<file path="src/rtl/module_display_scan_ctrl_pkg.sv">
// Shared constants and types for the 7-segment scan controller.
// Segment words are active-low, bit order {g,f,e,d,c,b,a}.
package pkg_display;

   localparam logic [6:0] SEG_BLANK = 7'h7F;
   localparam logic [6:0] SEG_DASH  = 7'b0111111;

   localparam logic [6:0] SEG_0 = 7'b1000000;
   localparam logic [6:0] SEG_1 = 7'b1111001;
   localparam logic [6:0] SEG_2 = 7'b0100100;
   localparam logic [6:0] SEG_3 = 7'b0110000;
   localparam logic [6:0] SEG_4 = 7'b0011001;
   localparam logic [6:0] SEG_5 = 7'b0010010;
   localparam logic [6:0] SEG_6 = 7'b0000010;
   localparam logic [6:0] SEG_7 = 7'b1111000;
   localparam logic [6:0] SEG_8 = 7'b0000000;
   localparam logic [6:0] SEG_9 = 7'b0010000;

   typedef enum logic {
      S_BLANK = 1'b0,
      S_DRIVE = 1'b1
   } state_t;

endpackage

</file>
<file path="src/rtl/module_display_scan_ctrl_bcd_to_7seg.sv">
// Combinational BCD nibble to active-low 7-segment decoder.
// Non-decimal nibbles (A-F) render as a dash.
module module_bcd_to_7seg
   import pkg_display::*;
(
   input  logic [3:0] nibble,
   output logic [6:0] seg
);

   always_comb begin
      case (nibble)
         4'd0:    seg = SEG_0;
         4'd1:    seg = SEG_1;
         4'd2:    seg = SEG_2;
         4'd3:    seg = SEG_3;
         4'd4:    seg = SEG_4;
         4'd5:    seg = SEG_5;
         4'd6:    seg = SEG_6;
         4'd7:    seg = SEG_7;
         4'd8:    seg = SEG_8;
         4'd9:    seg = SEG_9;
         default: seg = SEG_DASH;
      endcase
   end

endmodule

</file>
<file path="src/rtl/module_display_scan_ctrl.sv">
// Time-multiplexed 7-segment scan controller with tear-free frame commit.
// Optional leading-zero suppression: define DISPLAY_LZ_SUPPRESS_EN.
module module_display_scan_ctrl
   import pkg_display::*;
#(
   parameter int DIGITS          = 2,
   parameter int DISPLAY_REFRESH = 27000,
   parameter int BLANK_CYCLES    = 270
) (
   input  logic                clk_i,
   input  logic                rst_i,
   input  logic [4*DIGITS-1:0] bcd_i,
   input  logic                bcd_valid_i,
   output logic                bcd_ready_o,
   output logic [DIGITS-1:0]   anodo_o,
   output logic [6:0]          catodo_o,
   output logic                frame_done_o,
   output state_t              state_o
);

   localparam int CW = (DISPLAY_REFRESH > 1) ? $clog2(DISPLAY_REFRESH) : 1;
   localparam int DW = (DIGITS > 1) ? $clog2(DIGITS) : 1;
   localparam logic [CW-1:0] CNT_LAST   = CW'(DISPLAY_REFRESH - 1);
   localparam logic [CW-1:0] BLANK_LAST = CW'(BLANK_CYCLES - 1);
   localparam logic [DW-1:0] DIG_LAST   = DW'(DIGITS - 1);

   state_t              state, state_nxt;
   logic [CW-1:0]       cnt, cnt_nxt;
   logic [DW-1:0]       digit, digit_nxt;
   logic [4*DIGITS-1:0] disp, disp_nxt;
   logic [4*DIGITS-1:0] pend;
   logic                pend_full, pend_full_nxt;
   logic                boundary, transfer;
   logic [3:0]          nib_sel;
   logic [6:0]          seg_dec;
   logic                lz_blank;
   logic [DIGITS-1:0]   anodo_nxt;
   logic [6:0]          catodo_nxt;

   // Handshake: a word transfers on any edge where bcd_valid_i and
   // bcd_ready_o are both high; ready stays low while the pending buffer
   // is full, so later valids are ignored rather than overwriting it.
   assign transfer = bcd_valid_i && bcd_ready_o;
   assign boundary = (cnt == CNT_LAST) && (digit == DIG_LAST);
   assign state_o  = state;

   always_comb begin
      cnt_nxt   = (cnt == CNT_LAST) ? '0 : cnt + 1'b1;
      digit_nxt = digit;
      state_nxt = state;
      if (cnt == CNT_LAST)
         digit_nxt = (digit == DIG_LAST) ? '0 : digit + 1'b1;
      if (state == S_BLANK && cnt == BLANK_LAST)
         state_nxt = S_DRIVE;
      else if (state == S_DRIVE && cnt == CNT_LAST)
         state_nxt = S_BLANK;

      disp_nxt      = (boundary && pend_full) ? pend : disp;
      pend_full_nxt = pend_full;
      if (transfer)
         pend_full_nxt = 1'b1;
      else if (boundary)
         pend_full_nxt = 1'b0;
   end

   // Outputs are computed from next-state so the registered pins line up
   // with the FSM/counter/digit registers in the same cycle.
   always_comb begin
      nib_sel   = '0;
      anodo_nxt = '1;
      for (int k = 0; k < DIGITS; k++) begin
         if (digit_nxt == DW'(k)) begin
            nib_sel = disp_nxt[4*k +: 4];
            if (state_nxt == S_DRIVE)
               anodo_nxt[k] = 1'b0;
         end
      end
   end

`ifdef DISPLAY_LZ_SUPPRESS_EN
   logic zero_run;
   always_comb begin
      lz_blank = 1'b0;
      zero_run = 1'b1;
      for (int k = DIGITS - 1; k >= 1; k--) begin
         zero_run = zero_run && (disp_nxt[4*k +: 4] == 4'd0);
         if (digit_nxt == DW'(k) && zero_run)
            lz_blank = 1'b1;
      end
   end
`else
   assign lz_blank = 1'b0;
`endif

   module_bcd_to_7seg u_dec (
      .nibble (nib_sel),
      .seg    (seg_dec)
   );

   assign catodo_nxt = (state_nxt == S_DRIVE && !lz_blank) ? seg_dec : SEG_BLANK;

   always_ff @(posedge clk_i) begin
      if (rst_i) begin
         state        <= S_BLANK;
         cnt          <= '0;
         digit        <= '0;
         disp         <= '0;
         pend         <= '0;
         pend_full    <= 1'b0;
         bcd_ready_o  <= 1'b1;
         frame_done_o <= 1'b0;
         anodo_o      <= '1;
         catodo_o     <= SEG_BLANK;
      end else begin
         state        <= state_nxt;
         cnt          <= cnt_nxt;
         digit        <= digit_nxt;
         disp         <= disp_nxt;
         if (transfer)
            pend <= bcd_i;
         pend_full    <= pend_full_nxt;
         bcd_ready_o  <= !pend_full_nxt;
         frame_done_o <= boundary;
         anodo_o      <= anodo_nxt;
         catodo_o     <= catodo_nxt;
      end
   end

endmodule

</file>
<file path="config.mk">
export PLATFORM = sky130hd
export DESIGN_NAME = module_display_scan_ctrl
export DESIGN_NICKNAME = d
export VERILOG_FILES = /design/src/rtl/module_display_scan_ctrl_pkg.sv /design/src/rtl/module_display_scan_ctrl_bcd_to_7seg.sv /design/src/rtl/module_display_scan_ctrl.sv
export SDC_FILE = /design/constraint.sdc
export NUM_CORES = 1
export LEC_CHECK = 0
export CAP_MARGIN = 20
export CORE_UTILIZATION = 47
export DETAILED_ROUTE_END_ITERATION = 7
export GPL_TIMING_DRIVEN = 1
export PLACE_DENSITY_LB_ADDON = 0.12
export RECOVER_POWER = 100
export SETUP_SLACK_MARGIN = 0.1
export SKIP_LAST_GASP = 1
export SLEW_MARGIN = 20
export SYNTH_ARGS = -nofsm -noshare
export SYNTH_HDL_FRONTEND = slang
export SYNTH_HIERARCHICAL = 1
export SYNTH_SLANG_ARGS = --single-unit
export TNS_END_PERCENT = 1
</file>
<file path="constraint.sdc">
create_clock -name clk_i -period 7.45 [get_ports clk_i]
set_clock_uncertainty 0.15 [all_clocks]
set_input_delay 2.235 -clock clk_i [delete_from_list [all_inputs] [get_ports clk_i]]
set_output_delay 2.235 -clock clk_i [all_outputs]
set_load 0.02 [all_outputs]
</file>
==> results_dict.tcl <==
set metrics [dict create \
    rsz0062_at_grt "false" \
    p_comb_frac 0.044 \
    grt_max_degree 23 \
    initial_core_util 0.491 \
    status "finished, final reports clean" \
    cp_cell_sequence "dlygate4sd3_1, nor4b_1, nand3_1, o32ai_1, nand2b_1" \
    p_sw_frac 0.206 \
    reg2reg_slack_ns 3.91 \
    p_sw_mw 0.0851 \
    setup-tns-final_ns 0 \
    finalPower_mw 0.413 \
    power_density_mw_per_mm2 183 \
    crit_buf_inv 1 \
    critPathCaptureType "flop" \
    synthCells 207 \
    syn2layout_area_growth_pct 14.2 \
    hold_path_class "reg2reg" \
    grt_remaining_overflow 0 \
    drv_cap 0 \
    finalWirelength_um 3490 \
    gp_congestion 0.865 \
    grt_pass1_wl_um 5710 \
    die_w_um 66.9 \
    seq_area_frac_synth 0.456 \
    post-route-drc-count 0 \
    cpMaxStageDelayCell "dlygate4sd3_1" \
    path_max_fanout 22 \
    nNetsFinal 244 \
    fin_crit_ns 4.23 \
    finalSetupViolCount 0 \
    tightest_slew_ns 1.04 \
    slew_headroom 0.306 \
    grt_use_total 0.173 \
    required_ns 7.43 \
    io_buffers 22 \
    synth-edff-count 0 \
    drt-wirelength-per-cell_um 12.7 \
    cts_tree "built" \
    synth_seq_cells 45 \
    vias 1424 \
    grt_antenna_before_repair 0 \
    synth.distinct_cells 39 \
    hold_viol_final 0 \
    ctsResizeCount 0 \
    hold_buffers 0 \
    die_h_um 66.9 \
    ys.flop_type "dfxtp_1" \
    clkPwrFrac 0.351 \
    rows 23 \
    core_mm2 0.00403 \
    wl_met3_um 90 \
    dieArea_mm2 0.00447 \
    arrival_ns 4.21 \
    post-cts-setup-buffers 0 \
    syn_nets 226 \
    cts_inserted_buffers 5 \
    root_buffer "clkbuf_8" \
    ir_drop_mv 0.127 \
    seq_power_share 0.605 \
    topRoutingLayerUsed "met4" \
    fin_ws_ns 3.22 \
    drive_gt1_frac 0.0400 \
    drv_slew 0 \
    leakage_nw 0.871 \
    first_global_vias 1348 \
    internal_power_mw 0.328 \
    met1_length_um 1530 \
    yosysWarningCount 6 \
    critPathMaxStageDelay_ns 0.82 \
    clk_latency_ns 0.28 \
    syn-mean-instance-area_um2 9.55 \
    ant_nets 0 \
    clkTransAtPathRegs_ns 0.08 \
    cts_buffer_depth 2 \
    finalCritPeriodShare 0.568 \
    worstSetupPathType "in2reg" \
    clock-sinks 45 \
    critPathLaunchType "input pin" \
    io_pins 23 \
    synthArstFlopShare 0 \
    dr.pass1.iters 4 \
    drt_iter0_drc 63 \
    syn-cell-area_mm2 0.00198 \
    cp_top_family "buffers and inverters" \
    cts_max_level 2 \
    n_antenna_cell 0 \
    fmax_mhz 237 \
    wl_met2_um 1820 \
    hpwlAfterDp_um 2600 \
    vias_per_cell 5.18 \
    dp_slack_ns 3.08 \
]
## through the flow
stage / hold slack, ns / util / cells / area (um^2)
after global routing: 0.338 / 0.560 / 275 / 2260
final: 0.310 / 0.560 / 275 / 2260
after CTS: 0.314 / 0.565 / 275 / 2280
after floorplan: 0.286 / - / 207 / 1980
after global placement: 0.302 / 0.543 / 268 / 2190
after detailed placement: 0.303 / 0.543 / 268 / 2190
## Yosys cell counts (2+ instances only)
master / instances / area share
a21oi_1: 13 / 0.033
and3b_1: 2 / 0.0089
and4_1: 3 / 0.013
buf_2: 2 / 0.0051
buf_6: 2 / 0.011
clkbuf_1: 6 / 0.011
dfxtp_1: 45 / 0.46
ha_1: 8 / 0.051
inv_1: 6 / 0.011
mux2i_1: 13 / 0.066
nand2_1: 14 / 0.027
nand2b_1: 10 / 0.032
nand3_1: 14 / 0.035
nand4_1: 6 / 0.019
nor2_1: 25 / 0.047
nor2b_1: 3 / 0.0095
nor3b_1: 2 / 0.0076
xor2_1: 12 / 0.053
## path summary, 6_finish.rpt
check	start	to	cells past startpoint
min reg2reg	pend[5]	pend[5]	2
max	rst_i	catodo_o[4]	5
min	pend[5]	pend[5]	2
max reg2reg	cnt[0]	catodo_o[3]	12
## cell type report
class,instances,area (um^2)
Sequential cell,45,901
Multi-Input combinational cell,145,965
Fill cell,379,1770
Timing Repair Buffer,22,220
Inverter,6,22.5
Clock buffer,7,86.3
Tap cell,50,62.6
## logic make-up (layout without fill, tap and decap cells)
kind of cell | count (synthesis) | count (layout) | synth area share
DFF | 45 | 45 | 0.456
AOI/OAI and AO/OA | 18 | 18 | 0.0601
and+or+nand+nor | 93 | 93 | 0.263
buffers and inverters | 17 | 35 | 0.0468
xor gates and xnor gates | 13 | 13 | 0.0576
adders and majority gates | 8 | 8 | 0.0506
muxes | 13 | 13 | 0.0658
## layer usage
layer,global-route usage,vias up
met5,0,-
met4,0.0798,0
met3,0.0360,4
met2,0.306,14
met1,0.195,674
li1,-,732
## sequential cells by signal, indices dropped and copies added, names as in the netlist
register / cells
anodo_o: 2
bcd_ready_o: 1
catodo_o: 7
cnt: 15
digit: 1
disp: 8
frame_done_o: 1
pend: 8
pend_full: 1
state_o: 1
## worst register-to-register path, cell delays in order, from the launching register on
cell      delay [ns]
dfxtp_1         0.39
ha_1            0.25
nand4b_1        0.18
nor4_4          0.33
ha_1            0.23
nand2_1         0.27
mux2i_1         0.22
mux2i_1         0.52
inv_1           0.17
ha_1            0.34
and3b_1         0.16
a21oi_1         0.04
nand2b_1        0.14
## power by group through the flow
stage / logic [mW] / registers (mW) / clock network (mW)
5_1_grt: 0.0208 / 0.251 / 0.161
3_5_place_dp: 0.0191 / 0.255 / 0
6_report: 0.0182 / 0.250 / 0.145
2_1_floorplan: 0.0125 / 0.254 / 0
3_3_place_gp: 0.0185 / 0.255 / 0
4_1_cts: 0.0191 / 0.250 / 0.150
## cells in the final DEF, fill, tap and decap left out, types with 2 or more instances in the layout
cell type	count
nor2b_1	3
clkbuf_8	6
and3b_1	2
nand2b_1	10
a21oi_1	13
mux2i_1	13
and4_1	3
xor2_1	12
dlygate4sd3_1	14
nor3b_1	2
nand2_1	14
nand4_1	6
ha_1	8
dfxtp_1	45
nor2_1	25
inv_1	6
or2_0	2
nand3_1	14
clkdlybuf4s50_1	8
Power figures use the tool's default switching activity.
